<file path="src/rtl/seven_seg_pkg.sv">
// Shared seven-segment definitions: segment bit order, glyph constants and
// the event record width. Optional feature macro: SEVEN_SEG_CAPTURE_DP_EN.
package seven_seg_pkg;

  // Segment bit positions on the 7-bit segment bus (active-high)
  localparam int unsigned SEG_A = 0;
  localparam int unsigned SEG_B = 1;
  localparam int unsigned SEG_C = 2;
  localparam int unsigned SEG_D = 3;
  localparam int unsigned SEG_E = 4;
  localparam int unsigned SEG_F = 5;
  localparam int unsigned SEG_G = 6;

  localparam logic [6:0] SEG_BLANK = 7'h00;

  localparam logic [6:0] SEG_HEX_0 = 7'h3F;
  localparam logic [6:0] SEG_HEX_1 = 7'h06;
  localparam logic [6:0] SEG_HEX_2 = 7'h5B;
  localparam logic [6:0] SEG_HEX_3 = 7'h4F;
  localparam logic [6:0] SEG_HEX_4 = 7'h66;
  localparam logic [6:0] SEG_HEX_5 = 7'h6D;
  localparam logic [6:0] SEG_HEX_6 = 7'h7D;
  localparam logic [6:0] SEG_HEX_7 = 7'h07;
  localparam logic [6:0] SEG_HEX_8 = 7'h7F;
  localparam logic [6:0] SEG_HEX_9 = 7'h67;
  localparam logic [6:0] SEG_HEX_A = 7'h77;
  localparam logic [6:0] SEG_HEX_B = 7'h7C;
  localparam logic [6:0] SEG_HEX_C = 7'h39;
  localparam logic [6:0] SEG_HEX_D = 7'h5E;
  localparam logic [6:0] SEG_HEX_E = 7'h79;
  localparam logic [6:0] SEG_HEX_F = 7'h71;

  // Glyph table indexed by the nibble it encodes
  localparam logic [6:0] SEG_GLYPHS [16] = '{
    SEG_HEX_0, SEG_HEX_1, SEG_HEX_2, SEG_HEX_3,
    SEG_HEX_4, SEG_HEX_5, SEG_HEX_6, SEG_HEX_7,
    SEG_HEX_8, SEG_HEX_9, SEG_HEX_A, SEG_HEX_B,
    SEG_HEX_C, SEG_HEX_D, SEG_HEX_E, SEG_HEX_F
  };

  // Event record: {dp, valid, nibble} with dp, {valid, nibble} without
`ifdef SEVEN_SEG_CAPTURE_DP_EN
  localparam int unsigned EVT_W = 6;
`else
  localparam int unsigned EVT_W = 5;
`endif

endpackage

</file>
<file path="src/rtl/seven_seg_decode.sv">
// Combinational glyph decoder: exact match of a 7-bit segment pattern
// against the hex glyph table; anything else (including blank) is illegal.
module seven_seg_decode
  import seven_seg_pkg::*;
(
  input  logic [6:0] seg,
  output logic       legal,
  output logic [3:0] nibble
);

  // Table search; at most one entry can match since glyphs are distinct
  always_comb begin
    legal  = 1'b0;
    nibble = '0;
    for (int unsigned i = 0; i < 16; i++) begin
      if (seg == SEG_GLYPHS[i]) begin
        legal  = 1'b1;
        nibble = 4'(i);
      end
    end
  end

endmodule

</file>
<file path="src/rtl/seven_seg_capture.sv">
// Seven-segment bus capture: synchronizes the multiplexed display bus,
// filters scan ghosting with a stability counter, decodes committed glyphs
// per digit and reports per-digit changes on a valid/ready event port.
// Optional feature macro: SEVEN_SEG_CAPTURE_DP_EN (decimal point capture).
module seven_seg_capture
  import seven_seg_pkg::*;
#(
  parameter int unsigned DIGITS        = 4,
  parameter int unsigned STABLE_CYCLES = 16,
  parameter bit          AN_ACTIVE_LOW = 1'b1
) (
  input  logic                      i_clk,
  input  logic                      i_rst,
  input  logic [DIGITS-1:0]         i_an,
  input  logic [6:0]                i_seg,
  output logic [4*DIGITS-1:0]       o_digits,
  output logic [DIGITS-1:0]         o_valid,
  output logic                      o_evt_valid,
  input  logic                      i_evt_ready,
  output logic [$clog2(DIGITS)-1:0] o_evt_digit,
  output logic [EVT_W-1:0]          o_evt_value
`ifdef SEVEN_SEG_CAPTURE_DP_EN
  ,
  input  logic                      i_dp,
  output logic [DIGITS-1:0]         o_dp
`endif
);

  localparam int unsigned IW = $clog2(DIGITS);
  localparam int unsigned CW = $clog2(STABLE_CYCLES + 1);
  localparam logic [DIGITS-1:0] AN_IDLE = {DIGITS{AN_ACTIVE_LOW}};

  logic [DIGITS-1:0] an_s1, an_s2, an_act;
  logic [6:0]        seg_s1, seg_s2;
  logic [CW-1:0]     cnt;
  logic              same, onehot, commit;
  logic [IW-1:0]     sel, pick;
  logic              legal, found, load;
  logic [3:0]        nib, new_nib;
  logic [EVT_W-1:0]  cur_rec, new_rec, snap;
  logic [DIGITS-1:0] dirty, dirty_set, dirty_clr;
`ifdef SEVEN_SEG_CAPTURE_DP_EN
  logic              dp_s1, dp_s2;
`endif

  seven_seg_decode u_decode (
    .seg    (seg_s2),
    .legal  (legal),
    .nibble (nib)
  );

  // Two-stage input synchronizer; anodes reset to their deasserted level
  always_ff @(posedge i_clk) begin
    if (i_rst) begin
      an_s1  <= AN_IDLE;
      an_s2  <= AN_IDLE;
      seg_s1 <= '0;
      seg_s2 <= '0;
`ifdef SEVEN_SEG_CAPTURE_DP_EN
      dp_s1  <= 1'b0;
      dp_s2  <= 1'b0;
`endif
    end else begin
      an_s1  <= i_an;
      an_s2  <= an_s1;
      seg_s1 <= i_seg;
      seg_s2 <= seg_s1;
`ifdef SEVEN_SEG_CAPTURE_DP_EN
      dp_s1  <= i_dp;
      dp_s2  <= dp_s1;
`endif
    end
  end

  // Stability compare, digit select and commit record construction.
  // s1 is the value s2 is about to take, so comparing s1 with s2 is the
  // s2-versus-previous compare made one edge earlier, meeting the latency.
  always_comb begin
    an_act = an_s2 ^ AN_IDLE;
    onehot = $onehot(an_act);
    same   = (an_s1 == an_s2) && (seg_s1 == seg_s2);
`ifdef SEVEN_SEG_CAPTURE_DP_EN
    same   = same && (dp_s1 == dp_s2);
`endif
    commit = same && onehot && (cnt == CW'(STABLE_CYCLES - 1));

    sel = '0;
    for (int unsigned i = 0; i < DIGITS; i++) begin
      if (an_act[i]) sel = IW'(i);
    end

    new_nib = legal ? nib : o_digits[4*sel +: 4];
`ifdef SEVEN_SEG_CAPTURE_DP_EN
    cur_rec = {o_dp[sel], o_valid[sel], o_digits[4*sel +: 4]};
    new_rec = {dp_s2, legal, new_nib};
`else
    cur_rec = {o_valid[sel], o_digits[4*sel +: 4]};
    new_rec = {legal, new_nib};
`endif
    dirty_set = (commit && (new_rec != cur_rec)) ? an_act : '0;
  end

  // Lowest-index dirty digit selection for the event loader
  always_comb begin
    found = 1'b0;
    pick  = '0;
    for (int unsigned i = DIGITS; i > 0; i--) begin
      if (dirty[i-1]) begin
        found = 1'b1;
        pick  = IW'(i - 1);
      end
    end
    load = !o_evt_valid || i_evt_ready;
`ifdef SEVEN_SEG_CAPTURE_DP_EN
    snap = {o_dp[pick], o_valid[pick], o_digits[4*pick +: 4]};
`else
    snap = {o_valid[pick], o_digits[4*pick +: 4]};
`endif
    dirty_clr = (load && found) ? (DIGITS'(1) << pick) : '0;
  end

  // Stability counter, saturating so each stable window commits once
  always_ff @(posedge i_clk) begin
    if (i_rst || !(same && onehot)) begin
      cnt <= '0;
    end else if (cnt != CW'(STABLE_CYCLES)) begin
      cnt <= cnt + 1'b1;
    end
  end

  // Per-digit storage and dirty flags; a same-edge set wins over the clear
  always_ff @(posedge i_clk) begin
    if (i_rst) begin
      o_digits <= '0;
      o_valid  <= '0;
      dirty    <= '0;
`ifdef SEVEN_SEG_CAPTURE_DP_EN
      o_dp     <= '0;
`endif
    end else begin
      if (commit) begin
        o_digits[4*sel +: 4] <= new_nib;
        o_valid[sel]         <= legal;
`ifdef SEVEN_SEG_CAPTURE_DP_EN
        o_dp[sel]            <= dp_s2;
`endif
      end
      dirty <= (dirty & ~dirty_clr) | dirty_set;
    end
  end

  // Event output register; holds while presented and not accepted
  always_ff @(posedge i_clk) begin
    if (i_rst) begin
      o_evt_valid <= 1'b0;
      o_evt_digit <= '0;
      o_evt_value <= '0;
    end else if (load) begin
      o_evt_valid <= found;
      if (found) begin
        o_evt_digit <= pick;
        o_evt_value <= snap;
      end
    end
  end

endmodule

</file>
<file path="config.mk">
export PLATFORM = sky130hd
export DESIGN_NAME = seven_seg_capture
export DESIGN_NICKNAME = d
export VERILOG_FILES = /design/src/rtl/seven_seg_pkg.sv /design/src/rtl/seven_seg_decode.sv /design/src/rtl/seven_seg_capture.sv
export SDC_FILE = /design/constraint.sdc
export NUM_CORES = 1
export LEC_CHECK = 0
export ABC_CLOCK_PERIOD_IN_PS = 6500
export CORE_MARGIN = 2
export CORE_UTILIZATION = 45
export CTS_CLUSTER_DIAMETER = 80
export DETAILED_ROUTE_END_ITERATION = 12
export PLACE_DENSITY_LB_ADDON = 0.3
export SLEW_MARGIN = 20
export SYNTH_ARGS = -nofsm -noshare
export SYNTH_HDL_FRONTEND = slang
export SYNTH_HIERARCHICAL = 1
export SYNTH_SLANG_ARGS = --single-unit
</file>
<file path="constraint.sdc">
create_clock -name i_clk -period 6.5 [get_ports i_clk]
set_input_delay 1.3 -clock i_clk [delete_from_list [all_inputs] [get_ports i_clk]]
set_output_delay 1.3 -clock i_clk [all_outputs]
set_load 0.1 [all_outputs]
</file>
* Word level (Yosys, flattened, before mapping) *
Cells that the tools add are included.

operators by class
  reduce and logical (&&, ||, !) cells = 11
  shift operators = 5
  multiplexer cells = 53
  bitwise operators = 4
  eq/ne operators = 22
  add/subtract/negate cells = 5
  $lt $le $gt $ge = 3

operators with widths
  operator                   number
  $eq A7 B7 Y1 const B       12
  $mux W4                    11
  $neg A4 Y34                1
  $shift A4 B34 Y16 const A  1
  $shiftx A4 B34 Y16         1
  $shiftx A16 B5 Y4          2
  $mux W1                    25
  $bwmux W16                 1
  $mux W2                    8
  $eq A7 B3 Y1 const B       2
  $eq A7 B6 Y1 const B       2
  $mux W3                    4
  $not A4 Y4                 2
  $eq A7 B7 Y1               1
  $logic_and A1 B1 Y1        6
  $lt A2 B3 Y1 const B       2
  $add A5 B1 Y5 const B      1
  $eq A5 B4 Y1 const B       1
  $ne A5 B5 Y1               1
  $ne A5 B5 Y1 const B       1
  $add A1 B1 Y2              2
  $and A4 B4 Y4              1
  $bmux W1 S2                2
  $bwmux W4                  1
  10 further kinds           12

word-level totals
  input bits = 14
  register bits after elaboration = 59
  logic and storage cells = 114
  output and inout bits = 28

* Depth between registers and ports, before layout *
Gate-level depths: netlist of the first run.

  depth after elaboration = 22
  mapped depth = 11
  gate-level depth less buffers = 9

* Modules after synthesis *
Netlist of the first run, hierarchy kept.

by module, submodules not included
  module             instances  cells each  area an instance (um2)  seq. area each (um2)
  seven_seg_capture  1          295         2822.7                  1181.1
  seven_seg_decode   1          63          397.9                   0.0

* Worst setup path before layout of the first run *
Ideal clock, no wire load.

  kind = flip-flop to flip-flop
  start = register an_s2[0]
  end = register o_digits[4]
  period minus slack after synthesis = 2.839 ns
  arrival = 2.767 ns
  library setup time = 0.072 ns
  buffers on the path = 1
  stages on the path, launching flop included = 11
  path slack = 3.661 ns
  data required time = 6.428 ns
  cells stage by stage = dfxtp_1 > fa_1 > inv_1 > ha_1 > ha_1 > or3b_1 > nor4_1 > and4_1 > buf_4 > nor3b_4 > mux2i_1

on the way
  cells in the longest elaborated chain, start to end = 6
  elaborated cells on any way between the ends = 8
  classes of those cells = 2 x add/sub; 2 x eq/ne; 1 x bitwise; 3 x reduce/logical

RTL lines
  what                                   RTL line                  RTL
  start, declared                        seven_seg_capture.sv:33   logic [DIGITS-1:0] an_s1, an_s2, an_act;
  start signal, assigned                 seven_seg_capture.sv:65   an_s2 <= an_s1;
  $not A4 Y4 (no line)                   --
  $add A1 B1 Y2 (implied by the code)    seven_seg_capture.sv:80   onehot = $onehot(an_act);
  $add A2 B2 Y3 (implied by the code)    seven_seg_capture.sv:80
  $eq A3 B1 Y1                           seven_seg_capture.sv:80
  $logic_and A1 B1 Y1 (*) (2 in series)  seven_seg_capture.sv:85   commit = same && onehot && (cnt == CW'(STABLE_CYCLES - 1));
  end signal, assigned by index          seven_seg_capture.sv:142  o_digits[4*sel +: 4] <= new_nib;
  end, declared                          seven_seg_capture.sv:16   output logic [4*DIGITS-1:0] o_digits,

Every way passes the cells marked *; elsewhere a longest branch is shown, timed or not.
A chain may end at the register's enable or synchronous reset.

* Worst setup path after layout of the first run *
  start = register an_s2[3]
  end = register o_digits[1]

on the way
  cells in the longest elaborated chain, start to end = 6
  elaborated cells on any way between the ends = 15
  classes of those cells = 3 x add/sub; 2 x eq/ne; 3 x shift; 3 x mux; 1 x bitwise; 3 x reduce/logical

RTL lines
  what                                                              RTL line
  $not A4 Y4 (no line)                                              --
  $mux W2 / $add A1 B1 Y2 (equally long branches)                   seven_seg_capture.sv:89, seven_seg_capture.sv:80
  $shiftx A16 B5 Y4 / $add A2 B2 Y3 (equally long branches)         seven_seg_capture.sv:92, seven_seg_capture.sv:80
  $mux W4 / $eq A3 B1 Y1 (equally long branches)                    seven_seg_capture.sv:92, seven_seg_capture.sv:80
  $shiftx A4 B34 Y16 / $logic_and A1 B1 Y1 (equally long branches)  seven_seg_capture.sv:142, seven_seg_capture.sv:85
  $bwmux W16 / $logic_and A1 B1 Y1 (equally long branches)          seven_seg_capture.sv:142, seven_seg_capture.sv:85

Parallel ways exist; a longest one is shown, timed or not.

==> impl_metrics.json, run 1 <==
{
  "n_antenna_cell": 0,
  "synth_cell_types": 56,
  "max_freq_mhz": 274,
  "slew_headroom_pct": 29.1,
  "status": "finished clean",
  "rr_worst_depth": 9,
  "crit_path_frequent_cell": "ha_1",
  "synth-main-ff-cell": "dfxtp_1",
  "path_buf_inv": 1,
  "first_pass_iters": 4,
  "fin_crit_ps": 3640,
  "max_stage_delay_ps": 710,
  "drtIter0Drc": 235,
  "min_to": "an_s2[3]",
  "worst_r2r_startpoint": "an_s2[3]",
  "gr-usage-all-layers_pct": 20.2,
  "leakagePower_nw": 1.41,
  "die-area_sq_um": 7850,
  "utilization_pct": 55.8,
  "syn-cell-area_sq_um": 3220,
  "cts_root_buf": "clkbuf_8",
  "drv_slew": 0,
  "cts_buffers": 9,
  "syn_to_final_growth_pct": 19.0,
  "die_h_um": 88.6,
  "setup.worst_path.start": "an_s2[3]",
  "cts_hold_buf": 0,
  "cpMaxStageDelayCell": "dfxtp_1",
  "fin_worst_skew_ps": 8.11,
  "rsz0062_at_grt": "false",
  "synth_nets": 378,
  "r2r_end": "o_digits[1]",
  "cts_buffer_depth": 2,
  "post_cts_buffers": 0,
  "die_w_um": 88.6,
  "criticalPathCategory": "register to register",
  "grt_pass1_wl_mm": 12.1,
  "critical_path.cell_chain": "fa_1 > inv_1 > ha_1 > ha_1 > or3b_1 > nor4_1 > and4_1 > nand3_1 > mux2i_1",
  "grt_overflow": 0,
  "core_region_area_sq_um": 6870,
  "path_max_fanout": 18,
  "hold_violations": 0,
  "grt_max_degree": 62,
  "hp-class": "register to register",
  "synth_edf_count": 0,
  "numPortBuffers": 41,
  "clock_sinks": 59,
  "rrSetupSlack_ps": 2860,
  "synth_area_per_cell_sq_um": 9.00,
  "critical_path.top_delay_family": "simple AND/OR/NAND/NOR gates",
  "viasPerCell": 5.53,
  "power_density_nw_per_um2": 193,
  "clk_pin_slew_ps": 60,
  "period_share_pct": 56.1,
  "htreeDepth": 3,
  "routed_wirelength_mm": 7.13,
  "worstPathArrival_ps": 3890,
  "ir_drop_mv": 0.165,
  "required_ps": 6750,
  "antenna_found_initial": 0,
  "startpoint_type": "register",
  "fp-row-count": 30,
  "post_drt_wl_per_cell_um": 14.6,
  "drive_gt1_share_pct": 8.65,
  "cts_tree": "built",
  "min_path_cells": 1,
  "ys_seq_elements": 59,
  "clk_latency_ps": 330,
  "netlist_instances": 358,
  "finalSetupViolCount": 0,
  "cts_resized": 0,
  "cap_violations": 0,
  "start_util_pct": 46.9,
  "grt_pass1_vias": 2480,
  "fin_nets": 410,
  "critPathCaptureType": "register",
  "via_count": 2704,
  "setup_tns_ps": 0,
  "ant_nets": 0,
  "drc": 0,
  "synth-seq-area-share_pct": 36.7,
  "async_flop_share_pct": 0,
  "io_pins": 42,
  "dp_hpwl_mm": 5.11,
  "yosys_warnings": 6,
  "routabilityCongestion": 0.957,
  "worstHoldStart": "an_s1[3]",
  "worst_pin_slew_ps": 1060
}
logic make-up after synthesis:
logic type	synth area share (%)
mux	10.7
simple gates	26.4
buf+inv	4.74
compound gates	13.2
flops	36.7
fa+ha+maj	2.56
xor+xnor	5.71
layout by cell type (no fill, tap or decap), types with 5 or more instances in the layout:
| cell | count |
|---|---|
| o21ai_0 | 16 |
| nor2_1 | 23 |
| nor4_1 | 7 |
| nand2b_1 | 23 |
| xnor2_1 | 8 |
| mux4_2 | 5 |
| mux2i_1 | 21 |
| nand3_1 | 18 |
| nand2_1 | 12 |
| nand4b_1 | 6 |
| clkbuf_8 | 10 |
| clkdlybuf4s50_1 | 40 |
| xor2_1 | 13 |
| dfxtp_1 | 59 |
| nor2b_1 | 18 |
| inv_1 | 15 |
| nand3b_1 | 6 |
| a21oi_1 | 19 |
| or2_2 | 8 |
| ha_1 | 5 |
synthesized netlist by cell type, types with 6 or more instances:
cell type   n  area [sq um]
dfxtp_1    59          1180
nand2b_1   23           144
nor2_1     23          86.3
mux2i_1    21           210
a21oi_1    19          95.1
nand3_1    18          90.1
nor2b_1    18           113
o21ai_0    16          80.1
inv_1      15          56.3
xor2_1     13           114
nand2_1    12          45.0
clkbuf_1   10          37.5
buf_2       8          40.0
or2_2       8          50.1
xnor2_1     8          70.1
nor4_1      7          43.8
nand3b_1    6          45.0
nand4b_1    6          52.6
power by group:
| part | switching, W | internal (W) |
|---|---|---|
| Combinational | 0.0000209 | 0.0000241 |
| Sequential | 0.0000127 | 0.000368 |
| Clock | 0.000132 | 0.000182 |
| Total | 0.000165 | 0.000574 |
worst max path at each step:
stage | depth (start not counted) | endpoint | slack [ps]
global placement | 9 | o_digits[7] | 3020
detailed placement | 9 | o_valid[1] | 2930
floorplan | 10 | o_digits[4] | 3660
finish | 9 | o_digits[1] | 2860
global route | 9 | o_digits[1] | 2570
CTS | 9 | o_valid[1] | 2850
metal layers:
| metal | up-vias | routed length [um] | track usage [%] |
|---|---|---|---|
| li1 | 1340 | - | - |
| met1 | 1268 | 3220 | 26.9 |
| met2 | 86 | 3360 | 31.2 |
| met3 | 10 | 429 | 6.25 |
| met4 | 0 | 118 | 6.61 |
| met5 | - | 0 | 0 |
sequential cells by signal, indices dropped and copies added (netlist names), 5 cells and up:
name         flops
o_digits        16
seg_s1           7
seg_s2           7
cnt              5
o_evt_value      5
final cells by class:
type	instances	area, sq um
fillers	643	3040
clock inverters	3	40.0
repair buffers	41	405
inverters	15	56.3
multi-input cells	264	1890
well taps	96	120
clock buffers	11	141
flip-flops and latches	59	1180
stage by stage:
stage	instance area (sq um)	hold slack (ps)	setup WS, ps	cells	power, W
after floorplan	3220	438	3660	358	0.000419
after detailed placement	3650	449	2930	475	0.000433
final	3830	462	2860	489	0.000740
after global placement	3650	448	3020	475	0.000432
after CTS	3830	464	2850	489	0.000748
after global routing	3830	479	2570	489	0.000776
(Power assumes the default switching activity.)
==> inputs of run 2 (changes only) <==
--- a/config.mk
+++ b/config.mk
@@ -5,7 +5,7 @@
 export SDC_FILE = /design/constraint.sdc
 export NUM_CORES = 1
 export LEC_CHECK = 0
-export ABC_CLOCK_PERIOD_IN_PS = 6500
+export ABC_CLOCK_PERIOD_IN_PS = 3200
 export CORE_MARGIN = 2
 export CORE_UTILIZATION = 45
 export CTS_CLUSTER_DIAMETER = 80
==> constraint.sdc (replaced) <==
create_clock -name i_clk -period 3.2 [get_ports i_clk]
set_input_delay 0.64 -clock i_clk [delete_from_list [all_inputs] [get_ports i_clk]]
set_output_delay 0.64 -clock i_clk [all_outputs]
set_load 0.1 [all_outputs]
==> run 2 against run 1 <==
Non-clock buffer count grew 9. Fmax grew 21%. Critical path depth grew 1. Global-route usage shrank 0.33 points. Hold slack lost 4.4 ps. Sequential cell count is the same. Register-to-register slack lost 2700 ps. Clock-buffer cell count is the same. Clock skew grew 2.0 ps. Power grew 110%. Critical endpoint is now o_digits[6]. Largest cell class unchanged. Largest power group unchanged.
==> impl_metrics.json, run 2 (synthesized netlist as in run 1, its figures left out) <==
{
  "fp-row-count": 30,
  "grt_overflow": 0,
  "hp-class": "register to register",
  "final_common_cell": "dfxtp_1",
  "viasPerCell": 5.52,
  "fin_crit_ps": 3010,
  "rrSetupSlack_ps": 190,
  "worstPathArrival_ps": 3270,
  "reg_top3": "o_digits (16), seg_s1 (7), seg_s2 (7)",
  "fin_area_sq_um": 3860,
  "critical_path.cell_chain": "fa_1 > inv_1 > ha_1 > ha_1 > or3b_1 > nor4_2 > and4_4 > nor3b_4 > buf_4 > mux2i_1",
  "worstHoldStart": "an_s1[3]",
  "clk_pin_slew_ps": 70,
  "required_ps": 3460,
  "drive_gt1_share_pct": 19.1,
  "cts_buffer_depth": 2,
  "cap_violations": 0,
  "rr_worst_depth": 10,
  "finalSetupViolCount": 0,
  "max_stage_delay_ps": 550,
  "syn_to_final_growth_pct": 19.9,
  "htreeDepth": 3,
  "dp_hpwl_mm": 5.17,
  "die_w_um": 88.6,
  "path_max_fanout": 7,
  "final_cell_mix": "59 x dfxtp_1, 37 x buf_4, 23 x nor2_1, 23 x nand2b_1, 21 x mux2i_1",
  "first_pass_iters": 5,
  "ant_nets": 0,
  "min_to": "an_s2[3]",
  "placed_area_sq_um": 3640,
  "period_share_pct": 94.1,
  "regMostFlops": "o_digits",
  "routabilityCongestion": 0.853,
  "setup_tns_ps": 0,
  "r2r_end": "o_digits[6]",
  "antenna_found_initial": 0,
  "fill_cells": 649,
  "drc": 0,
  "rsz0062_at_grt": "true",
  "power_density_nw_per_um2": 400,
  "power_w": 0.00155,
  "io_pins": 42,
  "clk_latency_ps": 340,
  "status": "finished clean",
  "worst_pin_slew_ps": 906,
  "core_region_area_sq_um": 6870,
  "n_antenna_cell": 0,
  "grt_pass1_wl_mm": 12.0,
  "numPortBuffers": 41,
  "worst_r2r_startpoint": "an_s2[0]",
  "start_util_pct": 46.9,
  "post_drt_wl_per_cell_um": 14.7,
  "fin_worst_skew_ps": 10.1,
  "cts_hold_buf": 0,
  "startpoint_type": "register",
  "min_path_cells": 1,
  "drtIter0Drc": 258,
  "slew_headroom_pct": 39.6,
  "fin_nets": 419,
  "via_count": 2761,
  "drv_slew": 0,
  "clock_sinks": 59,
  "ir_drop_mv": 0.278,
  "largest_register_ffs": 16,
  "grt_max_degree": 62,
  "max_freq_mhz": 332,
  "die_h_um": 88.6,
  "leakagePower_nw": 1.52,
  "crit_path_frequent_cell": "ha_1",
  "cpMaxStageDelayCell": "fa_1",
  "grt_pass1_vias": 2451,
  "critPathCaptureType": "register",
  "cts_tree": "built",
  "cts_buffers": 9,
  "die-area_sq_um": 7850,
  "routed_wirelength_mm": 7.35,
  "cts_root_buf": "clkbuf_8",
  "criticalPathCategory": "register to register",
  "hold_violations": 0,
  "gr-usage-all-layers_pct": 19.8
}
[run 2: cell types whose count changed in the layout (fill, tap and decap cells not counted), sizes merged]
cell and change:
clkinv +1, buf +37, clkdlybuf4s50 -28, clkinvlp +1
[run 2: power breakdown]
part / leakage, nW / internal [W] / switching, W
combinational: 0.940 / 0.0000520 / 0.0000522
sequential: 0.480 / 0.000747 / 0.0000199
clock: 0.0991 / 0.000377 / 0.000297
[run 2: worst max-delay path: cells and delay by family, from the launching register on]
kind                       cells  cell delay (ps)
and+or+nand+nor                4             1190
adders and majority gates      3              980
DFF                            1              360
buffers and inverters          2              220
muxes                          1              190
[run 2: timing repair]
item / in CTS / in global routing
setup endpoints to repair: 0 / 17
setup buffers: 0 / 1
resized for setup: 0 / 5
[run 2: how the worst max path moves through the flow]
stage | cells past startpoint | slack [ps] | from | endpoint
after floorplan | 10 | 360 | an_s2[0] | o_digits[4]
after global placement | 9 | 190 | an_s2[0] | o_digits[4]
after detailed placement | 9 | 80 | an_s2[0] | o_digits[4]
after CTS | 9 | 50 | an_s2[0] | o_digits[4]
after global routing | 10 | 2 | an_s2[0] | o_digits[4]
final | 10 | 190 | an_s2[0] | o_digits[6]
[run 2: cell type report]
cell class | count | area, sq um | area share [%]
sequential | 59 | 1180 | 30.6
multi-input combinational | 264 | 1910 | 49.4
inverter | 15 | 56.3 | 1.46
clock buffer | 11 | 141 | 3.66
clock inverter | 5 | 52.6 | 1.36
timing repair buffer | 50 | 403 | 10.4
tap | 96 | 120 | 3.11
[run 2: metal layers]
metal  vias to the layer above  wire [um]  track usage (%)
met2                        81       3470             30.6
met3                         8        330             3.73
met1                      1312       3460             27.1
met5                         -          0                0
met4                         0         91             8.82
li1                       1360          -                -
[run 2: per-stage QoR]
step | worst slack (ps) | cells | hold slack, ps | util (%)
after global placement | 190 | 483 | 451 | 53.0
final | 189 | 500 | 458 | 56.2
after CTS | 51.9 | 499 | 466 | 55.8
after detailed placement | 76.5 | 483 | 457 | 53.0
after floorplan | 361 | 358 | 438 | -
after global routing | 1.52 | 500 | 472 | 56.2
==> inputs of run 3 (changes only) <==
--- a/config.mk
+++ b/config.mk
@@ -5,7 +5,7 @@
 export SDC_FILE = /design/constraint.sdc
 export NUM_CORES = 1
 export LEC_CHECK = 0
-export ABC_CLOCK_PERIOD_IN_PS = 3200
+export ABC_CLOCK_PERIOD_IN_PS = 2950
 export CORE_MARGIN = 2
 export CORE_UTILIZATION = 45
 export CTS_CLUSTER_DIAMETER = 80
==> constraint.sdc (replaced) <==
create_clock -name i_clk -period 2.95 [get_ports i_clk]
set_input_delay 0.59 -clock i_clk [delete_from_list [all_inputs] [get_ports i_clk]]
set_output_delay 0.59 -clock i_clk [all_outputs]
set_load 0.1 [all_outputs]
==> run 3 against run 2 <==
Global-route usage is 0.53 points lower. Sequential power rose by 8.3%. Clock-buffer cell count did not move. Combinational power is 17% higher. First-iteration DRC count is 35% lower. Critical endpoint is now o_valid[1]. Largest cell class unchanged. Highest routed layer unchanged.
==> impl_metrics.json, run 3 (synthesized netlist as in run 1, its figures left out) <==
{
  "status": "finished clean",
  "worst_r2r_startpoint": "an_s2[0]",
  "die_h_um": 88.6,
  "grt_pass1_vias": 2475,
  "slew_headroom_pct": 36.8,
  "grt_pass1_wl_mm": 11.5,
  "ant_nets": 0,
  "power_density_nw_per_um2": 429,
  "dr_wl_met2_mm": 3.51,
  "crit_end": "o_valid[1]",
  "numPortBuffers": 41,
  "clock_sinks": 59,
  "start_util_pct": 46.9,
  "criticalPathCategory": "register to register",
  "hold_violations": 0,
  "viasPerCell": 5.46,
  "fin_nets": 422,
  "reg_top3": "o_digits (16), seg_s1 (7), seg_s2 (7)",
  "worstHoldStart": "an_s1[1]",
  "fin_hold_ws_ps": 466,
  "cts_tree": "built",
  "routed_wirelength_mm": 7.36,
  "period_share_pct": 95.1,
  "leakagePower_nw": 1.54,
  "dp_hpwl_mm": 5.20,
  "via_count": 2745,
  "first_pass_iters": 4,
  "die_w_um": 88.6,
  "largest_register_ffs": 16,
  "fin_crit_ps": 2800,
  "dp_slack_ps": -49.5,
  "fin_worst_skew_ps": 7.25,
  "cap_violations": 0,
  "fp-row-count": 30,
  "max_freq_mhz": 357,
  "r2r_end": "o_valid[1]",
  "drc": 0,
  "grt_max_degree": 62,
  "worstPathArrival_ps": 3080,
  "cts_buffer_depth": 2,
  "core_region_area_sq_um": 6870,
  "drv_slew": 0,
  "drive_gt1_share_pct": 19.9,
  "post_drt_wl_per_cell_um": 14.6,
  "htreeDepth": 3,
  "power_w": 0.00167,
  "syn_to_final_growth_pct": 21.1,
  "clk_pin_slew_ps": 60,
  "final_cell_mix": "59 x dfxtp_1, 39 x buf_4, 23 x nor2_1, 23 x nand2b_1, 21 x mux2i_1",
  "route.met3.wl_um": 317,
  "routabilityCongestion": 0.955,
  "ir_drop_mv": 0.378,
  "final_common_cell": "dfxtp_1",
  "antenna_found_initial": 0,
  "startpoint_type": "register",
  "finalSetupViolCount": 0,
  "n_antenna_cell": 0,
  "die-area_sq_um": 7850,
  "rrSetupSlack_ps": 150,
  "grt_overflow": 0,
  "drtIter0Drc": 167,
  "critPathCaptureType": "register",
  "worst_pin_slew_ps": 948,
  "cts_hold_buf": 0,
  "cts_root_buf": "clkbuf_8",
  "fin_ws_ps": 146,
  "regMostFlops": "o_digits",
  "met1_length_mm": 3.37,
  "highest_layer": "met4",
  "io_pins": 42,
  "rsz0062_at_grt": "false",
  "required_ps": 3220,
  "gr-usage-all-layers_pct": 19.3,
  "clk_latency_ps": 350,
  "cts_buffers": 9,
  "setup.worst_path.start": "an_s2[0]",
  "path_max_fanout": 5,
  "fill_cells": 628,
  "hp-class": "register to register",
  "rr_worst_depth": 10
}
run 3: cell count changes in the layout (fill, tap and decap cells not counted), sizes merged:
cell / change
buf: +3
run 3: layer usage:
metal | vias up | global-route usage (%)
met5 | - | 0
met1 | 1303 | 24.2
li1 | 1360 | -
met4 | 0 | 10.2
met3 | 11 | 5.04
met2 | 71 | 30.5
run 3: report_power, final:
group	switching [W]	internal, W
registers	0.0000203	0.000811
logic	0.0000615	0.0000609
clock network	0.000310	0.000408
total	0.000392	0.00128
run 3: worst max-delay path, cell delays in order, from the launching register on:
cell and delay, ps:
dfxtp_1 330, fa_1 530, inv_1 50, ha_1 180
ha_1 280, or3b_4 420, nor4_2 150, and4_4 290
nor3b_4 190, buf_6 150, mux2i_1 180
run 3: cell type report:
class | instances | area, sq um | share of cell area (%)
timing repair buffer | 53 | 429 | 11.0
multi-input combinational | 264 | 1920 | 49.2
sequential | 59 | 1180 | 30.3
tap | 96 | 120 | 3.08
inverter | 15 | 56.3 | 1.44
clock buffer | 11 | 141 | 3.63
clock inverter | 5 | 52.6 | 1.35
run 3: worst min-delay path by stage:
stage,cells past startpoint,slack [ps],to
after CTS,1,470,seg_s2[0]
after global placement,2,460,o_evt_digit[1]
final,1,470,an_s2[1]
after detailed placement,1,460,an_s2[0]
after floorplan,1,440,an_s2[0]
after global routing,1,490,seg_s2[6]
run 3: metrics by stage:
step           std cells  utilization [%]  setup TNS, ps  cell area, sq um
3_3_place_gp         486             53.3              0              3660
6_report             503             56.8              0              3900
2_1_floorplan        358                -              0              3220
4_1_cts              503             56.3          -10.0              3860
3_5_place_dp         486             53.3           -192              3660
5_1_grt              503             56.8              0              3900
run 3: repair_timing:
action | 4_1_cts | 5_1_grt
pin swaps | 0 | 2
gates resized for setup | 1 | 8
setup endpoints to repair | 10 | 23
setup buffers | 1 | 0
